$ cat src/rtl/chan_sel_mux_if.sv
// chan_sel_mux_if: handshake and data bundle for the channel select mux.
//   mode      : 0 = fixed select, 1 = round-robin
//   sel       : channel index used in fixed mode
//   in_data   : packed channel data, channel i at [i*WIDTH +: WIDTH]
//   in_valid  : per-channel valid
//   in_ready  : per-channel ready (combinational, one-hot or zero)
//   out_data  : registered selected word
//   out_valid : registered output valid
//   out_ready : downstream ready
//   out_ch    : registered index of the channel that sourced out_data
//   sel_err   : one-cycle pulse for an out-of-range sel in fixed mode
// master drives the channel side and consumes the output; slave is the mux.
interface chan_sel_mux_if #(
  parameter int unsigned NUM_CH = 4,
  parameter int unsigned WIDTH  = 8
);
  localparam int unsigned SEL_W = ($clog2(NUM_CH) > 1) ? $clog2(NUM_CH) : 1;

  logic                    mode;
  logic [SEL_W-1:0]        sel;
  logic [NUM_CH*WIDTH-1:0] in_data;
  logic [NUM_CH-1:0]       in_valid;
  logic [NUM_CH-1:0]       in_ready;
  logic [WIDTH-1:0]        out_data;
  logic                    out_valid;
  logic                    out_ready;
  logic [SEL_W-1:0]        out_ch;
  logic                    sel_err;

  modport master (
    output mode, sel, in_data, in_valid, out_ready,
    input  in_ready, out_data, out_valid, out_ch, sel_err
  );

  modport slave (
    input  mode, sel, in_data, in_valid, out_ready,
    output in_ready, out_data, out_valid, out_ch, sel_err
  );
endinterface

$ cat src/rtl/chan_sel_mux.sv
// chan_sel_mux: N-channel to 1 mux with a single-register output slot.
// Fixed mode forwards channel sel; round-robin mode grants the first valid
// channel after the last granted one. in_ready is combinational and at most
// one-hot; everything on the output side is registered.
// Ports:
//   clk   : clock, all state on rising edge
//   rst_n : synchronous active-low reset
//   bus   : chan_sel_mux_if.slave (see interface header for signal list)
module chan_sel_mux #(
  parameter int unsigned NUM_CH = 4,
  parameter int unsigned WIDTH  = 8
) (
  input logic           clk,
  input logic           rst_n,
  chan_sel_mux_if.slave bus
);

  localparam int unsigned    SEL_W      = ($clog2(NUM_CH) > 1) ? $clog2(NUM_CH) : 1;
  // Power-of-two padded channel space so every SEL_W index is in bounds.
  localparam int unsigned    PAD_W      = 1 << SEL_W;
  localparam logic [SEL_W:0] NUM_CH_EXT = (SEL_W+1)'(NUM_CH);
  localparam logic [SEL_W-1:0] LAST_CH  = SEL_W'(NUM_CH - 1);

  logic [WIDTH-1:0]  ch_data [PAD_W];
  logic [PAD_W-1:0]  valid_pad;
  logic [PAD_W-1:0]  grant_oh;

  logic              free;
  logic              sel_in_range;
  logic              rr_found;
  logic [SEL_W-1:0]  rr_idx;
  logic [SEL_W-1:0]  rr_cand;
  logic              grant_valid;
  logic [SEL_W-1:0]  grant_idx;
  logic              xfer;

  logic [SEL_W-1:0]  last_grant;
  logic              out_valid_q;
  logic [WIDTH-1:0]  out_data_q;
  logic [SEL_W-1:0]  out_ch_q;
  logic              sel_err_q;

  // Unpack channels into an indexable array; padding slots read as zero.
  for (genvar i = 0; i < PAD_W; i++) begin : g_ch
    if (i < NUM_CH) begin : g_real
      assign ch_data[i] = bus.in_data[i*WIDTH +: WIDTH];
    end else begin : g_pad
      assign ch_data[i] = '0;
    end
  end

  assign valid_pad    = PAD_W'(bus.in_valid);
  assign free         = !out_valid_q || bus.out_ready;
  assign sel_in_range = {1'b0, bus.sel} < NUM_CH_EXT;

  // Round-robin search: start one past last_grant and wrap modulo NUM_CH.
  always_comb begin
    rr_found = 1'b0;
    rr_idx   = '0;
    rr_cand  = '0;
    for (int unsigned k = 1; k <= NUM_CH; k++) begin
      rr_cand = SEL_W'((32'(last_grant) + k) % NUM_CH);
      if (!rr_found && valid_pad[rr_cand]) begin
        rr_found = 1'b1;
        rr_idx   = rr_cand;
      end
    end
  end

  // Grant selection; mode and sel act within the current cycle.
  always_comb begin
    grant_valid = 1'b0;
    grant_idx   = bus.sel;
    if (bus.mode) begin
      grant_valid = rr_found;
      grant_idx   = rr_idx;
    end else begin
      grant_valid = sel_in_range && valid_pad[bus.sel];
    end
  end

  // A grant only exists with the slot free and out of reset, so in_ready
  // going high implies the matching in_valid is high: that is the transfer.
  assign xfer = rst_n && free && grant_valid;

  always_comb begin
    grant_oh = '0;
    if (xfer) begin
      grant_oh[grant_idx] = 1'b1;
    end
  end

  assign bus.in_ready = NUM_CH'(grant_oh);

  // Output slot, round-robin pointer and error pulse.
  always_ff @(posedge clk) begin
    if (!rst_n) begin
      out_valid_q <= 1'b0;
      out_data_q  <= '0;
      out_ch_q    <= '0;
      sel_err_q   <= 1'b0;
      last_grant  <= LAST_CH;
    end else begin
      sel_err_q <= !bus.mode && free && !sel_in_range;
      if (xfer) begin
        out_valid_q <= 1'b1;
        out_data_q  <= ch_data[grant_idx];
        out_ch_q    <= grant_idx;
        last_grant  <= grant_idx;
      end else if (free) begin
        out_valid_q <= 1'b0;
      end
    end
  end

  assign bus.out_valid = out_valid_q;
  assign bus.out_data  = out_data_q;
  assign bus.out_ch    = out_ch_q;
  assign bus.sel_err   = sel_err_q;

endmodule

$ cat src/flat_wrapper.sv
// flat-port wrapper written by rule: the top's interface ports become plain ports
module chan_sel_mux_flat 
#(
  parameter int unsigned NUM_CH = 4,
  parameter int unsigned WIDTH  = 8
)
  (clk, rst_n, bus_mode, bus_sel, bus_in_data, bus_in_valid, bus_out_ready, bus_in_ready, bus_out_data, bus_out_valid, bus_out_ch, bus_sel_err);
  chan_sel_mux_if #(.NUM_CH(NUM_CH), .WIDTH(WIDTH)) bus_i ();
  input logic clk;
  input logic rst_n;
  input wire logic [$bits(bus_i.mode)-1:0] bus_mode;
  input wire logic [$bits(bus_i.sel)-1:0] bus_sel;
  input wire logic [$bits(bus_i.in_data)-1:0] bus_in_data;
  input wire logic [$bits(bus_i.in_valid)-1:0] bus_in_valid;
  input wire logic [$bits(bus_i.out_ready)-1:0] bus_out_ready;
  output wire logic [$bits(bus_i.in_ready)-1:0] bus_in_ready;
  output wire logic [$bits(bus_i.out_data)-1:0] bus_out_data;
  output wire logic [$bits(bus_i.out_valid)-1:0] bus_out_valid;
  output wire logic [$bits(bus_i.out_ch)-1:0] bus_out_ch;
  output wire logic [$bits(bus_i.sel_err)-1:0] bus_sel_err;
  assign bus_i.mode = bus_mode;
  assign bus_i.sel = bus_sel;
  assign bus_i.in_data = bus_in_data;
  assign bus_i.in_valid = bus_in_valid;
  assign bus_i.out_ready = bus_out_ready;
  assign bus_in_ready = bus_i.in_ready;
  assign bus_out_data = bus_i.out_data;
  assign bus_out_valid = bus_i.out_valid;
  assign bus_out_ch = bus_i.out_ch;
  assign bus_sel_err = bus_i.sel_err;
  chan_sel_mux #(.NUM_CH(NUM_CH), .WIDTH(WIDTH)) u_core (.clk(clk), .rst_n(rst_n), .bus(bus_i));
endmodule
$ cat config.mk
export PLATFORM = sky130hd
export DESIGN_NAME = chan_sel_mux_flat
export DESIGN_NICKNAME = d
export VERILOG_FILES = /design/src/rtl/chan_sel_mux_if.sv /design/src/rtl/chan_sel_mux.sv /design/src/flat_wrapper.sv
export SDC_FILE = /design/constraint.sdc
export NUM_CORES = 1
export LEC_CHECK = 0
export CORE_MARGIN = 3
export CORE_UTILIZATION = 38
export DETAILED_ROUTE_END_ITERATION = 12
export PLACE_DENSITY = 0.88
export SETUP_SLACK_MARGIN = 0.4
export SLEW_MARGIN = 10
export SYNTH_ARGS = -nofsm -noshare
export SYNTH_HDL_FRONTEND = slang
export SYNTH_SLANG_ARGS = --single-unit
$ cat constraint.sdc
create_clock -name clk -period 4 [get_ports clk]
set_input_delay 1.2 -clock clk [delete_from_list [all_inputs] [get_ports clk]]
set_output_delay 1.2 -clock clk [all_outputs]
set_load 0.03 [all_outputs]
# After elaboration in Yosys (flattened, before gate mapping)
# Cells that the tools add are included.
# Widths: inputs -> output; s select.
# totals
out_inout_bits	16
reg_bits	13
elab_cells	57
input_bits	42
# op_classes
bitwise_logic	1
order_cmp	8
addsub	4
n_reduce_logical	12
mux	28
# ops
cell	n
$lt 2x3->1 const B	6
$bmux 8 s2	1
$mux 8	2
$mux 1	13
$bmux 1 s2	5
$mux 2	5
$logic_and 1x1->1	6
$add 2x1->2 const B	2
$add 2x2->2 const B	2
$logic_not 1->1	4
$mux 4	1
$ge 3x3->1 const B	1
$not 2->3	1
$demux 1 s2	1
$ge 2x1->1 const B	1
$reduce_bool 2->1	1
$logic_or 1x1->1	1

# Logic depth before layout (Yosys ltp)
# Gate-level depths: netlist of run 1.
# logic_depth
word_depth	19
mapped_depth	8
ltp_nobuf	6

# Worst setup path after synthesis of run 1
# No wires, ideal clock.
# synth_path
path_kind	in2out
startpoint	input port bus_in_valid[3]
endpoint	output port bus_in_ready[1]
setup_slack_ns	0.284
n_path_buf	2
t_arrival_ns	2.516
stages	8
required_time_ns	2.800
path_cell_list	a21boi_1 > a32oi_1 > o221ai_2 > and2_1 > buf_6 > buf_12 > inv_1 > nor2_1
# synth_between
elab_chain_cells	18
word_cells_on_any_way	33
classes_between	order compare: 2; mux: 23; reduce/logical: 8
# synth_lines
item	line_no	source
from (decl)	flat_wrapper.sv:14	input wire logic [$bits(bus_i.in_valid)-1:0] bus_in_valid;
$bmux 1 s2	chan_sel_mux.sv:63	if (!rr_found && valid_pad[rr_cand]) begin
$mux 1 (not written as such)	chan_sel_mux.sv:63	
$mux 1	chan_sel_mux.sv:63	
$logic_not 1->1	chan_sel_mux.sv:63	
$logic_and 1x1->1	chan_sel_mux.sv:63	
$mux 1	chan_sel_mux.sv:63	
$logic_not 1->1	chan_sel_mux.sv:63	
$logic_and 1x1->1	chan_sel_mux.sv:63	
(+2 left out)	--	
$logic_and 1x1->1	chan_sel_mux.sv:63	
$mux 2	chan_sel_mux.sv:63	
$mux 2	chan_sel_mux.sv:74	if (bus.mode) begin
$lt 2x3->1 (not written as such) / $ge 2x1->1 (equally long branches)	chan_sel_mux.sv:89	grant_oh[grant_idx] = 1'b1;
$logic_and 1x1->1 (not written as such)	chan_sel_mux.sv:89	
$mux 1 (not written as such)	chan_sel_mux.sv:89	
$demux 1 s2	--	
$mux 4 (*)	chan_sel_mux.sv:88	if (xfer) begin
to (decl)	flat_wrapper.sv:16	output wire logic [$bits(bus_i.in_ready)-1:0] bus_in_ready;
# Every way passes the cells marked *; elsewhere a longest branch is shown, timed or not. The select of a mux whose other input is x is not followed.

# Worst setup path after layout of run 1
# Same ends and word-level chain as after synthesis.

==> metrics.md, run 1 <==
| Metric | Value |
|---|---|
| Outcome | `complete, no violations` |
| Max-slew violations | `0` |
| Commonest non-fill, non-tap cell in the layout | `clkdlybuf4s50_1` |
| Via/cell ratio | `5.359` |
| CP startpoint kind | `input pin` |
| Placed cell area | `0.001662 mm2` |
| Met1 Usage GRT | `0.2344` |
| CP Data Arrival Time | `around 2500 ps` |
| Routed Antenna Nets | `0` |
| Overall power | `just under 0.5 mW` |
| # diodes | `0` |
| Leak | `~0.79 nW` |
| DR pass1 iterations | `4` |
| Req. time, crit path | `2800 ps` |
| Post-synthesis cell count | `118` |
| Crit Path Class | `input pin to output port` |
| Worst R2R Path Depth | `8` |
| Setup violators final | `0` |
| Number of global-route vias before repair | `about 1200` |
| WL final | `between 3000 and 4000 um` |
| CTS tree | `yes` |
| Class of the worst hold path | `flop to flop` |
| Post-detail-place hpwl | `roughly 2400 um` |
| Seq/Total Area, Yosys | `0.2558` |
| R2r endpoint | `u_core.bus.out_data[0]$_SDFFE_PN0P_` |
| Largest net degree at the start of global routing | `17` |
| Pwr dens | `about 270 mW/mm2` |
| DR vias | `1179` |
| CP max FO | `8` |
| GRT overflow | `0` |
| Worst vdd ir | `0.2219 mV` |
| Number of max-cap violations | `0` |
| Root buffer cell | `clkbuf_4` |
| Synth cell types | `37` |
| Crit-path cells | `buf_8 > mux4_2 > o2111ai_4 > nand3b_1 > buf_6 > nor2_4 > buf_6` |
| Port Buffers | `56` |
| Synth Net Count | `160` |
| Clock skew | `about 11 ps` |
| GRT Util Overall | `0.1975` |
| Largest cells by area after synthesis | `dfxtp_1 26%, mux2i_1 8.9%, o211ai_2 6.2%, a21boi_0 5.9%, o21ai_0 4.4%` |
| Period minus WS final | `3735 ps` |
| Final hold viol count | `0` |
| Yosys warnings | `0` |
| Synth top area share | `0.2558` |
| First-pass GRT wire length | `5375 um` |
| RSZ-0062 raised after global routing | `yes` |
| Chip width | `57.74 um` |
| Setup_tns | `0 ps` |
| CP Capture Point | `bus_in_ready[1]` |
| Routability cong. | `0.8057` |
| Most frequent cells in the layout | `43 x clkdlybuf4s50_1, 16 x buf_4, 13 x dfxtp_1` |
| Syn_area_per_cell | `8.621 um2` |
| Seq cells post-synth | `13` |
| Most frequent CP cell | `buf_6` |
| Cts hold-fix bufs | `0` |
| CTS Sinks | `13` |
| Fillers | `186` |
| Area growth from synthesis to layout | `76.01%` |
| Net count, final | `233` |
| Drt wl/cell | `14.47 um` |
| CP Capture Type | `output port` |
| GR peak layer | `met2` |
| H-tree depth | `1` |
| Hold_sp | `u_core.bus.out_data[7]$_SDFFE_PN0P_` |
| FF-to-FF setup slack | `roughly 2100 ps` |
| Drt drc | `0` |
| Cell Area, Synth | `0.001017 mm2` |
| Initial Util | `0.4033` |
| Fin crit share | `0.9337` |
| Row cnt | `18` |
| R2R Path Start | `u_core.last_grant[0]$_SDFFE_PN1P_` |
| Die height | `57.74 um` |
| Longest Clk Path Bufs | `2` |
| Worst path slowest cell | `mux4_2` |
| Worst skew pair latency | `~270 ps` |
| Met2 global-route usage | `0.3468` |
| CORE AREA | `0.002522 mm2` |
| Layout cells sized above 1 | `0.3053` |
| Final Instance Area | `between 0.0015 and 0.002 mm2` |
| Initial antenna violation count | `0` |
| Synth area leader | `dfxtp_1` |
| CP Launch Point | `bus_in_valid[3]` |
| Met3 usage | `0.05122` |
| # IOs | `between 50 and 60` |
| Detailed router's first-iteration violation count | `19` |
| Die ar. | `0.003334 mm2` |
| Cts bufs inserted | `3` |
| Worst stage delay on the critical path | `490 ps` |
| Clk pin slew, worst setup/hold paths | `approximately 80 ps` |
| FMAX | `267.7 MHz` |
worst min-delay path by stage:
stage	endpoint	depth (start not counted)
floorplan	u_core.last_grant[0]$_SDFFE_PN1P_	2
global placement	u_core.bus.out_data[2]$_SDFFE_PN0P_	2
detailed placement	u_core.bus.out_data[3]$_SDFFE_PN0P_	2
CTS	u_core.bus.out_data[3]$_SDFFE_PN0P_	2
global route	u_core.bus.out_data[7]$_SDFFE_PN0P_	2
finish	u_core.bus.out_data[7]$_SDFFE_PN0P_	2
sequential cells by signal, indices dropped and copies added, names as in the netlist:
name	flops
u_core.bus.out_valid	1
u_core.last_grant	2
u_core.bus.out_data	8
u_core.bus.out_ch	2
report_power, final:
part	internal (mW)	leakage [nW]	total [mW]	switching [mW]
registers	0.148	0.108	0.161	0.0133
clock network	0.0385	0.0150	0.0816	0.0430
logic	0.130	0.666	0.246	0.116
total	0.317	0.789	0.489	0.172
timing repair:
action / CTS / global route
pin swaps: 2 / 4
gates resized for setup: 51 / 10
buffers inserted: 3 / 2
endpoints found under the setup margin: 4 / 4
layout make-up:
| class | instances | area (um2) | share of cell area |
|---|---|---|---|
| inverter | 5 | 18.77 | 0.01048 |
| clock buffer | 4 | 26.28 | 0.01468 |
| timing repair buffer | 76 | 737.0 | 0.4116 |
| tap | 30 | 37.54 | 0.02096 |
| sequential | 13 | 260.3 | 0.1454 |
| multi-input combinational | 92 | 710.7 | 0.3969 |
worst max-delay path: cells and delay by family:
family	cells	cell delay, ps
muxes	1	490
buffers and inverters	3	370
and+or+nand+nor	2	240
AOI/OAI and AO/OA	1	230
routing by layer:
metal,vias to the layer above,share of wire
li1,569,-
met5,-,0
met1,546,0.39
met3,6,0.078
met4,0,0.019
met2,58,0.51
cell families (layout without fill, tap and decap cells):
group | count (synthesis) | count (layout) | synth area share
and+or+nand+nor | 41 | 41 | 0.2239
DFF | 13 | 13 | 0.2558
AOI/OAI and AO/OA | 40 | 40 | 0.3186
muxes | 10 | 10 | 0.1107
buffers and inverters | 13 | 85 | 0.08733
other | 1 | 1 | 0.003686
synthesized netlist by cell type (all sizes together):
cell and number:
a211oi 1, a21boi 9, a21o 3, a21oi 2, a32oi 1, a41oi 1, and2 3, and2b 1
and3 9, buf 5, clkbuf 3, conb 1, dfxtp 13, inv 5, mux2i 9, mux4 1
nand2 11, nand2b 4, nand3 1, nand3b 1, nor2 5, nor2b 5, o2111ai 2, o211ai 9
o21ai 11, o221ai 1, or2 1
metrics by stage:
step	worst slack, ps	util	hold slack [ps]	std cells
after floorplan	379.0	-	535.8	118
after detailed placement	-583.7	0.6587	461.0	211
after global routing	217.0	0.7098	516.5	220
final	265.1	0.7098	488.7	220
after global placement	-520.1	0.6587	458.6	211
after CTS	266.4	0.6905	494.8	218
Note: power is estimated with default switching activity, not from simulation.
==> run 2, diff against run 1 <==
--- a/config.mk
+++ b/config.mk
@@ -6,9 +6,10 @@
 export NUM_CORES = 1
 export LEC_CHECK = 0
 export CORE_MARGIN = 3
-export CORE_UTILIZATION = 38
+export CORE_UTILIZATION = 34
+export CTS_CLUSTER_SIZE = 30
 export DETAILED_ROUTE_END_ITERATION = 12
-export PLACE_DENSITY = 0.88
+export PLACE_DENSITY = 0.84
 export SETUP_SLACK_MARGIN = 0.4
 export SLEW_MARGIN = 10
 export SYNTH_ARGS = -nofsm -noshare
==> constraint.sdc (replaced) <==
create_clock -name clk -period 3.15 [get_ports clk]
set_input_delay 0.945 -clock clk [delete_from_list [all_inputs] [get_ports clk]]
set_output_delay 0.945 -clock clk [all_outputs]
set_load 0.03 [all_outputs]
==> run 2 against run 1 <==
- the run now ends with negative setup slack left
- sequential power rose by 27%
- sequential share of layout area fell by 0.12 points
- global-route usage rose by 0.15 points
- routed wire length rose by 9.4%
- largest power group unchanged
- highest routed layer unchanged
==> metrics.md, run 2 (synthesized netlist as in run 1, its figures left out) <==
| Metric | Value |
|---|---|
| CP Capture Type | `output port` |
| Area growth from synthesis to layout | `77.49%` |
| Cts hold-fix bufs | `0 (unchanged)` |
| Via/cell ratio | `5.368 (+0.16%)` |
| Die height | `60.70 um (+5.1%)` |
| Drt drc | `0 (unchanged)` |
| Final hold viol count | `0 (unchanged)` |
| CTS Sinks | `13 (unchanged)` |
| Class of the worst hold path | `flop to flop` |
| CTS tree | `yes` |
| Number of global-route vias before repair | `1256 (+2.2%)` |
| Placed cell area | `0.001664 mm2 (+0.15%)` |
| CP Data Arrival Time | `2260 ps (-270 ps)` |
| Clock skew | `1.959 ps (-9.151 ps)` |
| Setup violators final | `3 (+3)` |
| Worst R2R Path Depth | `7 (-1)` |
| RSZ-0062 raised after global routing | `yes` |
| Crit Path Class | `input pin to output port` |
| Longest Clk Path Bufs | `2 (unchanged)` |
| Post-detail-place hpwl | `2619 um (+7.1%)` |
| Layout cells sized above 1 | `0.3177 (+0.01245)` |
| End of the worst hold path | `u_core.bus.out_data[4]$_SDFFE_PN0P_` |
| Cts bufs inserted | `3 (unchanged)` |
| Max-slew violations | `0 (unchanged)` |
| Fin crit share | `1.017` |
| Hold Path Stages | `2 (unchanged)` |
| Fillers | `240 (+29%)` |
| Drt wl/cell | `15.62 um (+7.9%)` |
| Root buffer cell | `clkbuf_4` |
| Max FFs per register | `8 (unchanged)` |
| Clk pin slew, worst setup/hold paths | `80 ps (about the same)` |
| Leak | `0.7853 nW (-0.43%)` |
| CORE AREA | `0.002805 mm2 (+11%)` |
| Setup_tns | `-121.8 ps (-121.8 ps)` |
| Overall power | `0.6281 mW (+28%)` |
| Hold_sp | `u_core.bus.out_data[4]$_SDFFE_PN0P_` |
| Worst vdd ir | `0.1489 mV (-33%)` |
| Number of max-cap violations | `0 (unchanged)` |
| Place WS | `-908.0 ps (-324.3 ps)` |
| Req. time, crit path | `2200 ps (-600 ps)` |
| Pwr dens | `347.9 mW/mm2 (+27%)` |
| Routed Antenna Nets | `0 (unchanged)` |
| Net count, final | `235 (+0.86%)` |
| Final WS setup | `-54.52 ps (-319.6 ps)` |
| CP max FO | `6 (-2)` |
| Routability cong. | `0.8095 (+0.47%)` |
| # IOs | `58 (unchanged)` |
| Finished Layout Cells | `223 (+1.4%)` |
| Detailed router's first-iteration violation count | `46 (+27)` |
| Chip width | `60.70 um (+5.1%)` |
| DR pass1 iterations | `4 (unchanged)` |
| Initial Util | `0.3626 (-0.04065)` |
| # diodes | `0 (unchanged)` |
| Worst skew pair latency | `280 ps (about the same)` |
| Initial antenna violation count | `0 (unchanged)` |
| Final Instance Area | `0.001805 mm2 (+0.84%)` |
| H-tree depth | `1 (unchanged)` |
| Outcome | `finished, violations left` |
| Dpl cells | `212 (+0.47%)` |
| Period minus WS final | `between 3000 and 4000 ps` |
| FF-to-FF setup slack | `1280 ps (-850 ps)` |
| R2r endpoint | `u_core.bus.out_data[1]$_SDFFE_PN0P_` |
| Die ar. | `0.003684 mm2 (+10%)` |
| Port Buffers | `56 (unchanged)` |
| CP startpoint kind | `input pin` |
| WL final | `3483 um (+9.4%)` |
| Largest net degree at the start of global routing | `17 (unchanged)` |
| DR vias | `1197 (+1.5%)` |
| Commonest non-fill, non-tap cell in the layout | `clkdlybuf4s50_1` |
| Most frequent cells in the layout | `44 x clkdlybuf4s50_1, 18 x buf_4, 13 x dfxtp_1` |
| Failing checks | `negative setup slack` |
| GRT overflow | `0 (unchanged)` |
| R2R Path Start | `u_core.last_grant[1]$_SDFFE_PN1P_` |
| Row cnt | `19 (+1)` |
| First-pass GRT wire length | `5416 um (+0.76%)` |
| FMAX | `312.1 MHz` |
| GRT Util Overall | `0.1990 (+0.001528)` |
## run 2: area by class of cell
| cell class | count | area [um2] | share of cell area |
|---|---|---|---|
| repair buffers | 78 | 747.0 | 0.4137 |
| multi-input cells | 92 | 714.4 | 0.3957 |
| flip-flops and latches | 13 | 260.3 | 0.1441 |
| well taps | 31 | 38.79 | 0.02148 |
| clock buffers | 4 | 26.28 | 0.01455 |
| inverters | 5 | 18.77 | 0.01040 |
## run 2: repair_timing
item	4_1_cts	5_1_grt
cloned	0	0
setup buffers	5	2
setup endpoints to repair	5	4
pin swaps	3	6
gates resized for setup	57	3
## run 2: worst max path at each step
stage	slack, ps	startpoint	endpoint	depth (start not counted)
after floorplan	40	bus_sel[0]	bus_in_ready[0]	5
after global placement	-860	bus_in_valid[3]	bus_in_ready[2]	6
after detailed placement	-910	bus_in_valid[3]	bus_in_ready[2]	6
after CTS	-60	bus_in_valid[3]	bus_in_ready[1]	7
after global routing	-100	rst_n	bus_in_ready[1]	6
final	-50	bus_in_valid[3]	bus_in_ready[1]	7
## run 2: per-layer routing
layer  GRT usage  vias to the layer above  part of all wire
li1            -                      577                 -
met1      0.2057                      547              0.35
met2      0.3756                       59              0.54
met3     0.04043                       14             0.074
met4     0.09907                        0             0.035
met5           0                        -                 0
## run 2: report_power, final
part	internal, mW	switching [mW]	leakage, nW	total (mW)
clock network	0.0491	0.0565	0.0150	0.106
logic	0.169	0.149	0.663	0.318
registers	0.188	0.0170	0.108	0.205
## run 2: worst max-delay path, stage by stage
cell and delay, ps:
buf_8 100, mux4_2 490, o2111ai_4 230, nand3b_1 200, buf_6 130, nor2_4 30, buf_6 130
## run 2: metrics by stage
step	hold slack [ps]	util
2_1_floorplan	535.8	-
3_3_place_gp	462.1	0.5932
3_5_place_dp	468.3	0.5932
4_1_cts	486.1	0.6347
5_1_grt	515.6	0.6436
6_report	483.9	0.6436
